### config.mk
export PLATFORM = sky130hd
export DESIGN_NAME = syscall_ctrl
export DESIGN_NICKNAME = d
export VERILOG_FILES = /design/src/rtl/cpu_ctrl_pkg.sv /design/src/rtl/go_sync.sv /design/src/rtl/syscall_ctrl.sv
export SDC_FILE = /design/constraint.sdc
export NUM_CORES = 1
export LEC_CHECK = 0
export BUFFER_PORTS_ARGS = -buffer_cell sky130_fd_sc_hd__buf_2
export CORE_ASPECT_RATIO = 1.4
export CORE_UTILIZATION = 43
export DETAILED_ROUTE_END_ITERATION = 10
export GPL_TIMING_DRIVEN = 0
export PLACE_DENSITY_LB_ADDON = 0.05
export SLEW_MARGIN = 0
export SYNTH_ARGS = -nofsm -noshare
export SYNTH_HDL_FRONTEND = slang
export SYNTH_SLANG_ARGS = --single-unit
### constraint.sdc
create_clock -name clk -period 2.09 [get_ports clk]
set_input_delay 0.209 -clock clk [delete_from_list [all_inputs] [get_ports clk]]
set_output_delay 0.209 -clock clk [all_outputs]
set_load 0.01 [all_outputs]
### src/rtl/cpu_ctrl_pkg.sv
// Shared types and default syscall service codes for the CPU control slice.
package cpu_ctrl_pkg;

    typedef enum logic [1:0] {
        RUN   = 2'd0,
        PAUSE = 2'd1,
        HALT  = 2'd2
    } sc_state_t;

    localparam logic [31:0] SC_HALT = 32'd10;
    localparam logic [31:0] SC_DISP = 32'd34;

endpackage

### src/rtl/go_sync.sv
// Go-button conditioning: 2-flop synchroniser, optional debounce, rising-edge pulse.
// Debounce is built only when SYSCALL_CTRL_DEBOUNCE_EN is defined.
module go_sync
`ifdef SYSCALL_CTRL_DEBOUNCE_EN
#(
    parameter int DEBOUNCE_CYCLES = 16
)
`endif
(
    input  logic clk,
    input  logic rst_n,
    input  logic go,
    output logic go_pulse
);

    logic s1;
    logic s2;

    always_ff @(posedge clk or negedge rst_n) begin
        if (!rst_n) begin
            s1 <= 1'b0;
            s2 <= 1'b0;
        end else begin
            s1 <= go;
            s2 <= s1;
        end
    end

`ifdef SYSCALL_CTRL_DEBOUNCE_EN
    localparam int CNT_W = $clog2(DEBOUNCE_CYCLES + 1);
    localparam logic [CNT_W-1:0] CNT_MAX = CNT_W'(DEBOUNCE_CYCLES);

    logic [CNT_W-1:0] cnt;
    logic             stable;
    logic             stable_q;

    // Level is high once s2 has been seen high on CNT_MAX consecutive edges.
    assign stable = (cnt == CNT_MAX);

    always_ff @(posedge clk or negedge rst_n) begin
        if (!rst_n) begin
            cnt      <= '0;
            stable_q <= 1'b0;
        end else begin
            stable_q <= stable;
            if (!s2)
                cnt <= '0;
            else if (!stable)
                cnt <= cnt + CNT_W'(1);
        end
    end

    assign go_pulse = stable & ~stable_q;
`else
    logic s3;

    always_ff @(posedge clk or negedge rst_n) begin
        if (!rst_n)
            s3 <= 1'b0;
        else
            s3 <= s2;
    end

    assign go_pulse = s2 & ~s3;
`endif

endmodule

### src/rtl/syscall_ctrl.sv
// PC-enable sequencer resolving syscalls into display / pause / halt.
// Define SYSCALL_CTRL_DEBOUNCE_EN to debounce the Go button.
module syscall_ctrl
    import cpu_ctrl_pkg::*;
#(
    parameter logic [31:0] HALT_CODE       = SC_HALT,
    parameter logic [31:0] DISP_CODE       = SC_DISP,
    parameter int          DEBOUNCE_CYCLES = 16
)
(
    input  logic        clk,
    input  logic        rst_n,
    input  logic        syscall,
    input  logic [31:0] v0,
    input  logic [31:0] a0,
    input  logic        go,
    output logic        pc_en,
    output logic        halted,
    output logic        paused,
    output logic [31:0] disp_data,
    output logic        disp_valid,
    output logic [31:0] instr_cnt,
    output logic [15:0] pause_cnt,
    output sc_state_t   dbg_state
);

    sc_state_t state;
    sc_state_t state_next;
    logic      go_pulse;
    logic      is_disp;

`ifdef SYSCALL_CTRL_DEBOUNCE_EN
    go_sync #(.DEBOUNCE_CYCLES(DEBOUNCE_CYCLES)) u_go_sync (
`else
    go_sync u_go_sync (
`endif
        .clk      (clk),
        .rst_n    (rst_n),
        .go       (go),
        .go_pulse (go_pulse)
    );

    always_comb begin
        state_next = state;
        pc_en      = 1'b0;
        is_disp    = 1'b0;
        case (state)
            RUN: begin
                if (!syscall) begin
                    pc_en = 1'b1;
                end else if (v0 == DISP_CODE) begin
                    pc_en   = 1'b1;
                    is_disp = 1'b1;
                end else if (v0 == HALT_CODE) begin
                    state_next = HALT;
                end else begin
                    state_next = PAUSE;
                end
            end
            // The stalled syscall is still on the decode bus, so only Go matters.
            PAUSE: begin
                pc_en = go_pulse;
                if (go_pulse)
                    state_next = RUN;
            end
            HALT:    state_next = HALT;
            default: state_next = RUN;
        endcase
    end

    // disp_valid is a one-cycle strobe with no back-pressure: disp_data is
    // stable whenever disp_valid is high, and the consumer must take it then.
    always_ff @(posedge clk or negedge rst_n) begin
        if (!rst_n) begin
            state      <= RUN;
            halted     <= 1'b0;
            paused     <= 1'b0;
            disp_data  <= '0;
            disp_valid <= 1'b0;
            instr_cnt  <= '0;
            pause_cnt  <= '0;
        end else begin
            state      <= state_next;
            halted     <= (state_next == HALT);
            paused     <= (state_next == PAUSE);
            disp_valid <= is_disp;
            if (is_disp)
                disp_data <= a0;
            if (pc_en)
                instr_cnt <= instr_cnt + 32'd1;
            if (state == RUN && state_next == PAUSE && pause_cnt != 16'hFFFF)
                pause_cnt <= pause_cnt + 16'd1;
        end
    end

    assign dbg_state = state;

endmodule

; ---- Yosys cells after proc, flatten, opt, wreduce, memory -nomap -nowiden
; Index checks and enable logic that the tools add are counted.
[classes]
n_addsub = 2
eq_ne = 7
mux = 10
bitwise = 2
n_reduce_logical = 3
[op_table]
columns = op, n
row1 = "32-bit by 1-bit adder with 32-bit output, second input constant", 1
row2 = "32-bit by 4-bit equality test with 1-bit output, second input constant", 1
row3 = "32-bit by 6-bit equality test with 1-bit output, second input constant", 1
row4 = "16-bit by 1-bit adder with 16-bit output, second input constant", 1
row5 = "16-bit inequality test, second input constant", 1
row6 = 2-bit 2-to-1 mux, 4
row7 = 2-bit one-hot mux with 3 select lines, 1
row8 = "2-bit by 1-bit equality test with 1-bit output, second input constant", 2
row9 = "2-bit equality test, second input constant", 2
row10 = 1-bit 2-to-1 mux, 4
row11 = 1-bit logical AND, 2
row12 = 2-bit logical NOT, 1
row13 = 1-bit one-hot mux with 2 select lines, 1
row14 = 1-bit AND, 1
row15 = 1-bit inverter, 1
[totals]
register_bits = 88
in_bits = 68
output_inout_bits = 86
word_cells = 34

; ---- Longest topological paths before layout
; Gate-level depths: netlist of run 1.
[depth]
word_depth = 8
ltp_mapped = 7
ltp_nobuf = 6

; ---- By module
; A second synthesis of run 1 with hierarchy kept.
[hier_totals]
cells_unflattened = 322
hier_area_um2 = 4110.2
[modules_own_cells]
columns = module, n_inst, cells_each, area_each_um2, seq_area_each_um2
row1 = syscall_ctrl, 1, 318, 4021.4, 2127.0
row2 = go_sync, 1, 4, 88.8, 75.1

; ---- Least setup slack after synthesis of run 1
; OpenSTA, ideal clock, no wires.
[synth_timing]
kind = reg2reg
from = reg state[0] (netlist: dbg_state[0])
to = reg disp_data[10]
setup_ns = 0.125
arrival_ns = 1.846
path_slack_ns = 0.119
path_stages_with_launch = 8
path_cell_list = dfrtp_1 buf_2 nor2b_1 and2_1 and4b_1 buf_2 buf_4 mux2_2
[synth_via]
elab_chain_len = 2
[synth_rtl]
columns = element, line_no
row1 = start: declaration, syscall_ctrl.sv:27  ; sc_state_t state;
row2 = start signal: assignment, syscall_ctrl.sv:83  ; state <= state_next;
row3 = 2-bit logical NOT, syscall_ctrl.sv:47  ; case (state)
row4 = 1-bit 2-to-1 mux, syscall_ctrl.sv:47
row5 = end signal: assignment, syscall_ctrl.sv:78  ; disp_data <= '0;
row6 = end signal: assignment, syscall_ctrl.sv:88  ; disp_data <= a0;
row7 = end: declaration, syscall_ctrl.sv:20  ; output logic [31:0] disp_data,
; No other way between the ends.
; A chain may end at the register's enable or synchronous reset.

; ---- Final worst setup path of run 1
[layout_timing]
from = reg state[0] (netlist: dbg_state[0])
to = reg disp_data[12]
; Same word-level chain as after synthesis.

==> summary.txt, run 1 <==
Outcome
  • Status: completed

Worst setup path
  • Most frequent cell on the critical path: buf_2
  • CP endpoint kind: flip-flop
  • CP Launch Type: flip-flop
  • Highest-delay cell along the critical path: dfrtp_1
  • Max FO, Critical Path: 10
  • Critical path arrival: 2.23 ns
  • Setup CP Type: reg -> reg
  • CP Data Required Time: 2.31 ns
  • CP max stage delay: 0.38 ns
  • Worst-path cell chain: buf_2 > nor2b_4 > and2_4 > and4b_1 > buf_2 > buf_4 > mux2_2

CTS
  • Root Buffer: clkbuf_16
  • H-Tree Depth: 3
  • Clock Path Buffers: 2
  • CTS tree: done
  • CTS Buf Count: 9
  • Clk sinks: 88
  • Clk_lat worst skew: 0.34 ns
  • Clock Pin Slew Worst Setup and Hold Paths: 0.06 ns

STA
  • Final Skew: 0.00637 ns
  • Final hold slack: 0.0976 ns
  • Final Hold Fails: 0
  • FMAX: 497 MHz
  • Fin crit share: 96.3%
  • Relative slew slack: 62.5%
  • Actual slew at the worst max-slew pin: 0.563 ns
  • Tmin final: 2.01 ns
  • Setup Viol. Count Final: 0
  • Count of pins over their slew limit: 0
  • RSZ-0062 raised after global routing: yes

Hold path
  • Hold WC Path Type: in -> reg

Synth
  • Post-Synth Simple-Gate Area: 19.5%
  • Synth Area in Compound Gates: 2.05%
  • Multiplexer share of the synthesized area: 10.5%
  • Yosys reg bits: 88
  • Syn_area_per_cell: 12.2 µm²
  • Post-synthesis sequential area ratio: 55.4%
  • Synthesized area: 3970 µm²
  • Synth Area in Adders: 0.630%
  • Ys Warns: 0
  • Cells after Synth: 326
  • Largest family of logic cells by synthesized area: simple AND/OR/NAND/NOR gates
  • Synth cell types: 39
  • Synth Area in XOR/XNOR: 9.70%
  • Mapped Nets: 396

Final layout
  • Nets: 565
  • Final instance area: 5280 µm²
  • Share of layout cells above drive strength 1: 45.8%
  • Synthesis-to-finish area growth: 32.8%
  • Diodes inserted: 0

GRT
  • GRT Residual Overflow: 0
  • First-pass GRT wire length: 15300 µm
  • Largest net degree at the start of global routing: 47
  • Vias in the first global route: 3109
  • Gr usage total: 20.1%
  • Antenna violations before repair: 0

Die
  • Core Rows: 41
  • Die ar.: 9640 µm²
  • Die width: 83.2 µm
  • Die Y: 116 µm
  • Initial Util: 44.3%
  • Core ar.: 8980 µm²
  • Top Ports: 154

Placement
  • HPWL after detailed placement: 6640 µm
  • Placed inst area: 4900 µm²
  • GPL Wtd Cong: 0.787
  • Port Buffers: 153

Routing
  • Initial DRC count: 104
  • DRC: 0
  • Via density per instance: 5.27
  • Wire length per cell: 15.0 µm
  • Post-Route WL: 9110 µm
  • Drt pass-1 iters: 4
  • Post-route ant nets: 0
  • Via count: 3199

Job
  • Max cap viols: 0

Pwr
  • Worst vdd ir: 620 µV
  • Leak Pwr: 2.78 nW
  • Power Density: 825 nW/µm²
worst max-delay path, delay by kind of cell (launching register included):
kind | cells | cell delay [ns]
simple gates | 3 | 0.57
buf+inv | 3 | 0.58
flops | 1 | 0.38
mux | 1 | 0.35
cells in the final DEF, fill, tap and decap left out, types with 6 or more instances in the layout:
master     count
buf_4          6
clkbuf_16      9
nor3_1         8
xor2_1        13
nand3_1       14
nor4_1        11
mux2_2        37
nand2_1       14
nor2_1        11
and3_1         8
buf_2        157
xnor2_1       31
nand4_1       34
dfrtp_1       88
per-layer routing:
| metal | global-route usage [%] | routed length [µm] | vias up |
|---|---|---|---|
| met1 | 26.4 | 4050 | 1537 |
| met2 | 31.9 | 4300 | 121 |
| met4 | 10.6 | 208 | 0 |
| met5 | 0 | 0 | - |
| li1 | - | - | 1528 |
| met3 | 3.77 | 551 | 13 |
area by class of cell:
class	count	area (µm²)
multi-input cells	220	1720
inverters	5	18.8
clock buffers	11	243
well taps	107	134
repair buffers	158	831
clock inverters	5	56.3
plain buffers	13	73.8
flip-flops and latches	88	2200
fillers	793	3700
worst paths after layout:
kind | from | to | slack [ns] | depth (start not counted)
max in group asynchronous | rst_n | pause_cnt[15] | 1.07 | 3
worst max register to register | dbg_state[0] | disp_data[12] | 0.08 | 7
worst max-delay path | dbg_state[0] | disp_data[12] | 0.08 | 7
worst min-delay path | a0[23] | disp_data[23] | 0.1 | 2
worst min register to register | u_go_sync.s1 | u_go_sync.s2 | 0.36 | 0
min in group asynchronous | rst_n | disp_data[20] | 0.39 | 2
through the flow:
step	setup TNS, ns	power [mW]	worst slack (ns)	util (%)	instances
4_1_cts	0	4.39	0.00419	58.3	605
5_1_grt	-0.491	4.57	-0.0389	58.8	607
3_3_place_gp	-4.09	2.73	-0.119	54.3	586
6_report	0	4.35	0.0779	58.8	607
2_1_floorplan	0	2.39	0.119	-	326
3_5_place_dp	-7.35	2.75	-0.175	54.6	587
state kept, by name (all words and copies together) (netlist names):
register / cells
halted: 1
u_go_sync.s1: 1
pause_cnt: 16
u_go_sync.s3: 1
instr_cnt: 32
dbg_state: 2
paused: 1
disp_valid: 1
u_go_sync.s2: 1
disp_data: 32
Yosys cell counts, drive strengths merged:
master | number | area (µm²)
dfrtp | 88 | 2200
mux2 | 37 | 417
nand4 | 34 | 213
xnor2 | 31 | 272
nand2 | 15 | 58.8
nand3 | 14 | 70.1
xor2 | 13 | 114
nor2 | 11 | 41.3
nor4 | 11 | 68.8
nor3 | 10 | 60.1
buf | 9 | 55.1
and3 | 8 | 50.1
and2 | 7 | 43.8
and4 | 5 | 43.8
inv | 5 | 18.8
clkbuf | 4 | 15.0
a21oi | 3 | 15.0
nor4b | 3 | 47.5
a41o | 2 | 20.0
ha | 2 | 25.0
nand2b | 2 | 12.5
a211o | 1 | 8.76
a211oi | 1 | 12.5
a2bb2oi | 1 | 8.76
and4b | 1 | 10.0
nand4b | 1 | 8.76
nor2b | 1 | 6.26
nor3b | 1 | 7.51
o41ai | 1 | 16.3
or2 | 1 | 6.26
or3 | 1 | 6.26
or3b | 1 | 8.76
or4 | 1 | 11.3
power by group:
group | switching (mW) | total (mW) | internal, mW
registers | 0.142 | 1.98 | 1.83
clock network | 0.653 | 1.61 | 0.957
logic | 0.438 | 0.765 | 0.327
total | 1.23 | 4.35 | 3.12
what timing repair did:
| action | 4_1_cts | 5_1_grt |
|---|---|---|
| resized for setup | 3 | 5 |
| pin swaps | 0 | 2 |
| hold endpoints to repair | 43 | 0 |
| hold buffers | 2 | 0 |
| setup buffers | 0 | 2 |
| setup endpoints to repair | 30 | 46 |
cells by family after synthesis:
group,after synthesis
compound gates,9
simple gates,128
fa+ha+maj,2
mux,37
buf+inv,18
xor+xnor,44
flops,88
Power figures use the tool's default switching activity.
==> run 2: changes to the inputs <==
Settings changed: SYNTH_HIERARCHICAL set to 1.
==> summary.txt, run 2 <==
Worst setup path
  • RR Startpoint: dbg_state[0]
  • Register-to-Register Path Depth: 6 (-1)
  • CP Data Required Time: 2.31 ns (about the same)
  • Worst Setup EP: pause_cnt[14]
  • Max FO, Critical Path: 10 (unchanged)
  • R2r endpoint: pause_cnt[14]
  • Crit path launch: dbg_state[0]
  • Setup CP Type: reg -> reg
  • Reg2reg setup slack: 0.12 ns (+0.04 ns)
  • CP endpoint kind: flip-flop
  • CP Launch Type: flip-flop
  • Critical path arrival: 2.19 ns (-0.04 ns)

Final layout
  • Diodes inserted: 0 (unchanged)
  • Synthesis-to-finish area growth: 31.3%
  • Nets: 560 (-0.88%)
  • Regs by FF count: disp_data: 32 flops, instr_cnt: 32 flops, pause_cnt: 16 flops
  • Filler cells: 781 (-1.5%)
  • Layout Utilization: 59.1% (+0.34 points)
  • Multi-input logic area: 1820 µm² (+6.0%)
  • Share of layout cells above drive strength 1: 46.5% (+0.66 points)
  • FF+latch area: 2200 µm² (unchanged)
  • Most frequent cells in the layout: buf_2, dfrtp_1, xnor2_1, nand4_1, mux2_4
  • Commonest non-fill, non-tap cell in the layout: buf_2

STA
  • RSZ-0062 raised after global routing: no
  • Fin crit share: 94.3% (-1.9 points)
  • Setup Viol. Count Final: 0 (unchanged)
  • Final Skew: 0.00363 ns (-0.00274 ns)
  • Actual slew at the worst max-slew pin: 0.672 ns (+0.109 ns)
  • Count of pins over their slew limit: 0 (unchanged)
  • FMAX: 507 MHz (+2.1%)
  • Relative slew slack: 55.2% (-7.3 points)
  • Final Hold Fails: 0 (unchanged)
  • Tmin final: 1.97 ns (-0.0405 ns)
  • Final hold slack: 0.0997 ns (+0.00212 ns)

Synth
  • Synth Area in Compound Gates: 1.25% (-0.80 points)
  • Synthesized area: 4110 µm² (+3.4%)
  • Synth Area in Adders: 0.609% (-0.021 points)
  • Cell taking the most area after synthesis: dfrtp_1
  • Count of flip-flops with a built-in enable after synthesis: 0 (unchanged)
  • Yosys reg bits: 88 (unchanged)
  • Cells after Synth: 322 (-1.2%)
  • Commonest cells post-synth: dfrtp_1, xnor2_1, nand4_1, mux2_4, nand3_1
  • Mapped Nets: 392 (-1.0%)
  • Post-synthesis sequential area ratio: 53.6% (-1.8 points)
  • Synth Area in XOR/XNOR: 10.0% (+0.32 points)
  • Largest family of logic cells by synthesized area: simple AND/OR/NAND/NOR gates
  • Multiplexer share of the synthesized area: 12.0% (+1.5 points)
  • Synth area leaders: dfrtp_1, mux2_4, xnor2_1
  • Most common cell in the netlist: dfrtp_1
  • Post-synth top area share: 53.6% (-1.8 points)
  • Syn_area_per_cell: 12.8 µm² (+4.7%)
  • Synth Flop Type: dfrtp_1
  • Synth cell types: 38 (-2.6%)
  • Post-Synth Simple-Gate Area: 20.2% (+0.75 points)
  • Async S/R FF share, synth: 100% (unchanged)
  • Ys Warns: 6 (+6)

CTS
  • Root Buffer: clkbuf_16
  • Clock Pin Slew Worst Setup and Hold Paths: 0.06 ns (about the same)
  • CTS tree: done
  • Clk_lat worst skew: 0.34 ns (about the same)
  • Clock Path Buffers: 2 (unchanged)
  • H-Tree Depth: 3 (unchanged)
  • Clk sinks: 88 (unchanged)
  • CTS Buf Count: 9 (unchanged)

Hold path
  • Hold WC Path Type: in -> reg

Routing
  • Post-Route WL: 9650 µm (+5.9%)
  • Wire length per cell: 16.0 µm (+6.8%)
  • DRC: 0 (unchanged)
  • Initial DRC count: 136 (+31%)
  • Post-route ant nets: 0 (unchanged)
  • Via density per instance: 5.28 (+0.11%)
  • Drt pass-1 iters: 6 (+2)
  • Via count: 3176 (-0.72%)

Placement
  • HPWL after detailed placement: 7090 µm (+6.8%)
  • GPL Wtd Cong: 0.823 (+4.5%)
  • Port Buffers: 153 (unchanged)

GRT
  • Gr usage total: 20.1% (+0.032 points)
  • Antenna violations before repair: 0 (unchanged)
  • GRT Residual Overflow: 0 (unchanged)
  • Largest net degree at the start of global routing: 48 (+2.1%)
  • First-pass GRT wire length: 15700 µm (+3.2%)
  • Vias in the first global route: 3223 (+3.7%)

Pwr
  • Leak Pwr: 2.70 nW (-2.7%)
  • Worst vdd ir: 453 µV (-27%)
  • Power Density: 836 nW/µm² (+1.4%)

Die
  • Die width: 84.6 µm (+1.7%)
  • Die Y: 118 µm (+1.7%)
  • Die ar.: 9960 µm² (+3.4%)
  • Core ar.: 9130 µm² (+1.7%)
  • Initial Util: 45.0% (+0.75 points)
  • Top Ports: 154 (unchanged)
  • Core Rows: 41 (unchanged)

Outcome
  • Status: completed

Job
  • Max cap viols: 0 (unchanged)
[run 2: per-layer routing]
metal  vias to the layer above  wire (µm)  GRT usage, %
met1                      1566       3970          23.7
met2                        91       5110          35.3
met3                        17        343          3.09
met4                         0        233          9.96
li1                       1502          -             -
met5                         -          0             0
[run 2: cell type report]
type	instances	share of cell area (%)
sequential	88	40.8
multi-input combinational	219	33.7
timing repair buffer	157	15.3
clock buffer	9	4.17
tap	107	2.48
clock inverter	7	1.76
buffer	12	1.60
inverter	3	0.209
[run 2: critical path, stage by stage, from the launching register on]
cell	delay (ns)
dfrtp_1	0.41
nand2b_1	0.25
nor2_1	0.12
a21boi_1	0.43
clkbuf_2	0.32
nand4_1	0.15
xnor2_1	0.16
[run 2: through the flow]
step	setup slack [ns]	setup TNS, ns	area [µm²]	total power, mW	cells
after floorplan	0.217	0	4110	2.45	322
after global placement	-0.233	-7.59	5010	2.80	582
after detailed placement	-0.254	-7.19	5040	2.82	583
after CTS	0.0565	0	5380	4.56	601
after global routing	0.00891	0	5400	4.72	602
final	0.118	0	5400	4.51	602
[run 2: worst min path at each step]
stage / cells after the start / slack, ns / startpoint / end
after floorplan: 0 / -0.09 / rst_n / dbg_state[0]
after global placement: 1 / 0.33 / go / u_go_sync/s1
after detailed placement: 1 / 0.24 / rst_n / disp_data[13]
after CTS: 2 / 0.09 / a0[17] / disp_data[17]
after global routing: 2 / 0.09 / a0[27] / disp_data[27]
final: 2 / 0.1 / a0[17] / disp_data[17]
[run 2: cells by family (layout without fill, tap and decap cells)]
group | Yosys count | count (layout)
simple gates | 130 | 130
flops | 88 | 88
xor+xnor | 47 | 47
mux | 34 | 34
buf+inv | 15 | 188
compound gates | 6 | 6
fa+ha+maj | 2 | 2
[run 2: repair_timing]
item | in CTS | in global routing
hold buffers | 2 | 0
resized for setup | 0 | 4
hold endpoints to repair | 42 | 0
endpoints found under the setup margin | 0 | 12
setup buffers | 0 | 1
[run 2: power breakdown]
| group | internal [mW] | total [mW] | leakage [nW] | switching [mW] |
|---|---|---|---|---|
| clock network | 1.05 | 1.72 | 0.156 | 0.675 |
| logic | 0.347 | 0.763 | 1.38 | 0.416 |
| registers | 1.85 | 2.03 | 1.16 | 0.175 |
| total | 3.25 | 4.51 | 2.70 | 1.27 |
==> run 3: changes to the inputs <==
Settings changed: ABC_AREA set to 1, CTS_BUF_LIST set to sky130_fd_sc_hd__clkbuf_8.
==> summary.txt, run 3 <==
Outcome
  • Status: completed

Synth
  • Mapped Nets: 745 (+90%)
  • Yosys reg bits: 88 (unchanged)
  • Syn_area_per_cell: 7.13 µm² (-44%)
  • Synth area leaders: dfrtp_1, nand2_1, nor2_1
  • Synth Flop Type: dfrtp_1
  • Ys Warns: 6 (unchanged)
  • Synth cell types: 25 (-34%)
  • Most common cell in the netlist: nand2_1
  • Async S/R FF share, synth: 100% (unchanged)
  • Commonest cells post-synth: nand2_1, dfrtp_1, nor2_1, nand3_1
  • Cells after Synth: 675 (+110%)
  • Cell taking the most area after synthesis: dfrtp_1
  • Synthesized area: 4810 µm² (+17%)
  • Post-synthesis sequential area ratio: 45.7% (-7.8 points)
  • Count of flip-flops with a built-in enable after synthesis: 0 (unchanged)
  • Post-synth top area share: 45.7% (-7.8 points)

CTS
  • Clock Pin Slew Worst Setup and Hold Paths: 0.10 ns (+0.04 ns)
  • Clk sinks: 88 (unchanged)
  • Root Buffer: clkbuf_8
  • Clk_lat worst skew: 0.38 ns (+0.04 ns)
  • CTS tree: done
  • Clock Path Buffers: 2 (unchanged)
  • H-Tree Depth: 3 (unchanged)
  • Postcts setup bufs: 0 (unchanged)
  • CTS Buf Count: 9 (unchanged)

STA
  • Final Skew: 0.0104 ns (+0.00675 ns)
  • FMAX: 524 MHz (+3.2%)
  • Final Hold Fails: 0 (unchanged)
  • Tmin final: 1.91 ns (-0.0620 ns)
  • RSZ-0062 raised after global routing: no
  • Setup Viol. Count Final: 0 (unchanged)
  • Relative slew slack: 62.7% (+7.5 points)
  • Fin crit share: 91.4% (-3.0 points)
  • Actual slew at the worst max-slew pin: 0.559 ns (-0.113 ns)
  • Count of pins over their slew limit: 0 (unchanged)
  • Setup_tns: 0 ns (unchanged)

Die
  • Core Rows: 45 (+9.8%)
  • Top Ports: 154 (unchanged)
  • Core ar.: 10900 µm² (+19%)
  • Initial Util: 44.3% (-0.72 points)
  • Die width: 91.4 µm (+8.0%)
  • Die Y: 127 µm (+8.1%)
  • Die ar.: 11600 µm² (+17%)

Final layout
  • Nets: 911 (+63%)
  • Filler cells: 1125 (+44%)
  • Synthesis-to-finish area growth: 24.7%
  • Most frequent cells in the layout: nand2_1, buf_2, dfrtp_1, nor2_1, nand3_1
  • Final instance area: 6000 µm² (+11%)
  • Commonest non-fill, non-tap cell in the layout: nand2_1
  • Regs by FF count: disp_data: 32 flops, instr_cnt: 32 flops, pause_cnt: 16 flops
  • Final std cells w/o fill: 987 (+64%)
  • Diodes inserted: 0 (unchanged)
  • Layout Utilization: 55.2% (-3.9 points)
  • Share of layout cells above drive strength 1: 24.3% (-22 points)

GRT
  • Largest net degree at the start of global routing: 62 (+29%)
  • GRT Residual Overflow: 0 (unchanged)
  • First-pass GRT wire length: 21600 µm (+37%)
  • Vias in the first global route: 4708 (+46%)
  • Antenna violations before repair: 0 (unchanged)
  • Gr usage total: 23.6% (+3.4 points)

Pwr
  • Sw Pwr: 1.29 mW (+2.0%)
  • Comb pwr share: 19.1% (+2.2 points)
  • Power Density: 656 nW/µm² (-22%)
  • Internal: 2.65 mW (-19%)
  • Sw Ratio: 32.8% (+4.7 points)
  • Flop pwr share: 49.4% (+4.5 points)
  • Leak Pwr: 3.36 nW (+24%)
  • Total Power: 3.94 mW (-13%)
  • Worst vdd ir: 520 µV (+15%)
  • Clock Power Share: 31.5% (-6.7 points)

Routing
  • Drt pass-1 iters: 5 (-1)
  • Post-route ant nets: 0 (unchanged)
  • Initial DRC count: 233 (+71%)
  • Via count: 4808 (+51%)
  • Via density per instance: 4.87 (-7.7%)
  • Wire length per cell: 13.2 µm (-17%)
  • DRC: 0 (unchanged)
  • Post-Route WL: 13100 µm (+35%)

Worst setup path
  • CP endpoint kind: flip-flop
  • Most frequent cell on the critical path: nand2_1
  • Max FO, Critical Path: 7 (-3)
  • Critical path arrival: 2.17 ns (-0.02 ns)
  • Worst-path cell chain: ha_1 > inv_2 > nor2_2 > inv_2 > nor2_1 > nand2_1 > nand2_1 > nand2_1 > nand3_1 > nand2_1
  • CP max stage delay: 0.48 ns (+0.05 ns)
  • CP Launch Type: flip-flop
  • Highest-delay cell along the critical path: dfrtp_1
  • CP Data Required Time: 2.35 ns (+0.04 ns)
  • Setup CP Type: reg -> reg

Placement
  • Placed inst area: 5790 µm² (+15%)
  • GPL Wtd Cong: 0.885 (+7.5%)
  • Port Buffers: 153 (unchanged)
  • Dpl cells: 970 (+66%)
  • HPWL after detailed placement: 9970 µm (+40%)

Hold path
  • Hold WC Path Type: in -> reg

Job
  • Max cap viols: 0 (unchanged)
[run 3: changes by cell type after synthesis, moves of 7 or more]
cell	delta
and3_1	-14
nand3_1	+23
nand2_1	+321
nor4_1	-9
nand3b_1	+14
buf_2	+7
inv_1	+17
mux2_4	-29
nor2_1	+72
nor3_1	-8
nand4_1	-10
xnor2_1	-26
[run 3: metrics by stage]
| step | hold WS [ns] | setup WS, ns |
|---|---|---|
| 2_1_floorplan | -0.0866 | 0.493 |
| 3_3_place_gp | 0.321 | 0.00259 |
| 3_5_place_dp | 0.162 | 0.205 |
| 4_1_cts | 0.000811 | 0.0971 |
| 5_1_grt | 0.0208 | 0.0479 |
| 6_report | 0.0167 | 0.180 |
[run 3: cell type report]
type / count / area (µm²) / share of cell area, %
Buffer: 19 / 104 / 1.73
Clock buffer: 9 / 124 / 2.06
Clock inverter: 7 / 75.1 / 1.25
Inverter: 26 / 97.6 / 1.63
Multi-Input combinational cell: 541 / 2410 / 40.1
Sequential cell: 88 / 2200 / 36.7
Tap cell: 141 / 176 / 2.94
Timing Repair Buffer: 156 / 816 / 13.6
[run 3: power groups by stage]
stage / Sequential, mW / Combinational [mW] / Clock [mW]
floorplan: 1.99 / 0.407 / 0
global placement: 1.97 / 0.750 / 0
detailed placement: 1.97 / 0.766 / 0
CTS: 1.94 / 0.768 / 1.27
global route: 1.97 / 0.846 / 1.33
finish: 1.95 / 0.751 / 1.24
[run 3: path summary, 6_finish.rpt]
kind | endpoint | start | slack [ns] | cells past startpoint
max | instr_cnt[28] | instr_cnt[0] | 0.18 | 10
min | disp_data[13] | a0[13] | 0.02 | 3
max reg2reg | instr_cnt[28] | instr_cnt[0] | 0.18 | 10
min reg2reg | u_go_sync/s2 | u_go_sync/s1 | 0.37 | 0
max in group asynchronous | instr_cnt[17] | rst_n | 1.16 | 3
min in group asynchronous | disp_data[8] | rst_n | 0.29 | 2
[run 3: per-layer routing]
layer / global-route usage (%) / part of all wire, %
met2: 43.2 / 51
met5: 0 / 0
met4: 11.7 / 3.7
met1: 26.2 / 41
met3: 3.75 / 4.1
[run 3: timing repair]
| item | 4_1_cts | 5_1_grt |
|---|---|---|
| endpoints found under the hold margin | 28 | 0 |
| endpoints found under the setup margin | 1 | 1 |
| hold buffers | 2 | 0 |
| gates resized for setup | 1 | 0 |
[run 3: worst max-delay path, delay by kind of cell, from the launching register on]
kind,cells,cell delay (ns)
fa+ha+maj,1,0.31
flops,1,0.48
buf+inv,2,0.10
simple gates,7,0.92
[run 3: cells by family after synthesis]
kind of cell	Yosys count	share of synthesized area (%)
XOR/XNOR	23	4.19
buffers and inverters	46	4.29
flip-flops	88	45.7
AND/OR/NAND/NOR	510	44.6
adder cells (fa/ha/maj)	2	0.520
AO/OA/AOI/OAI	6	0.624
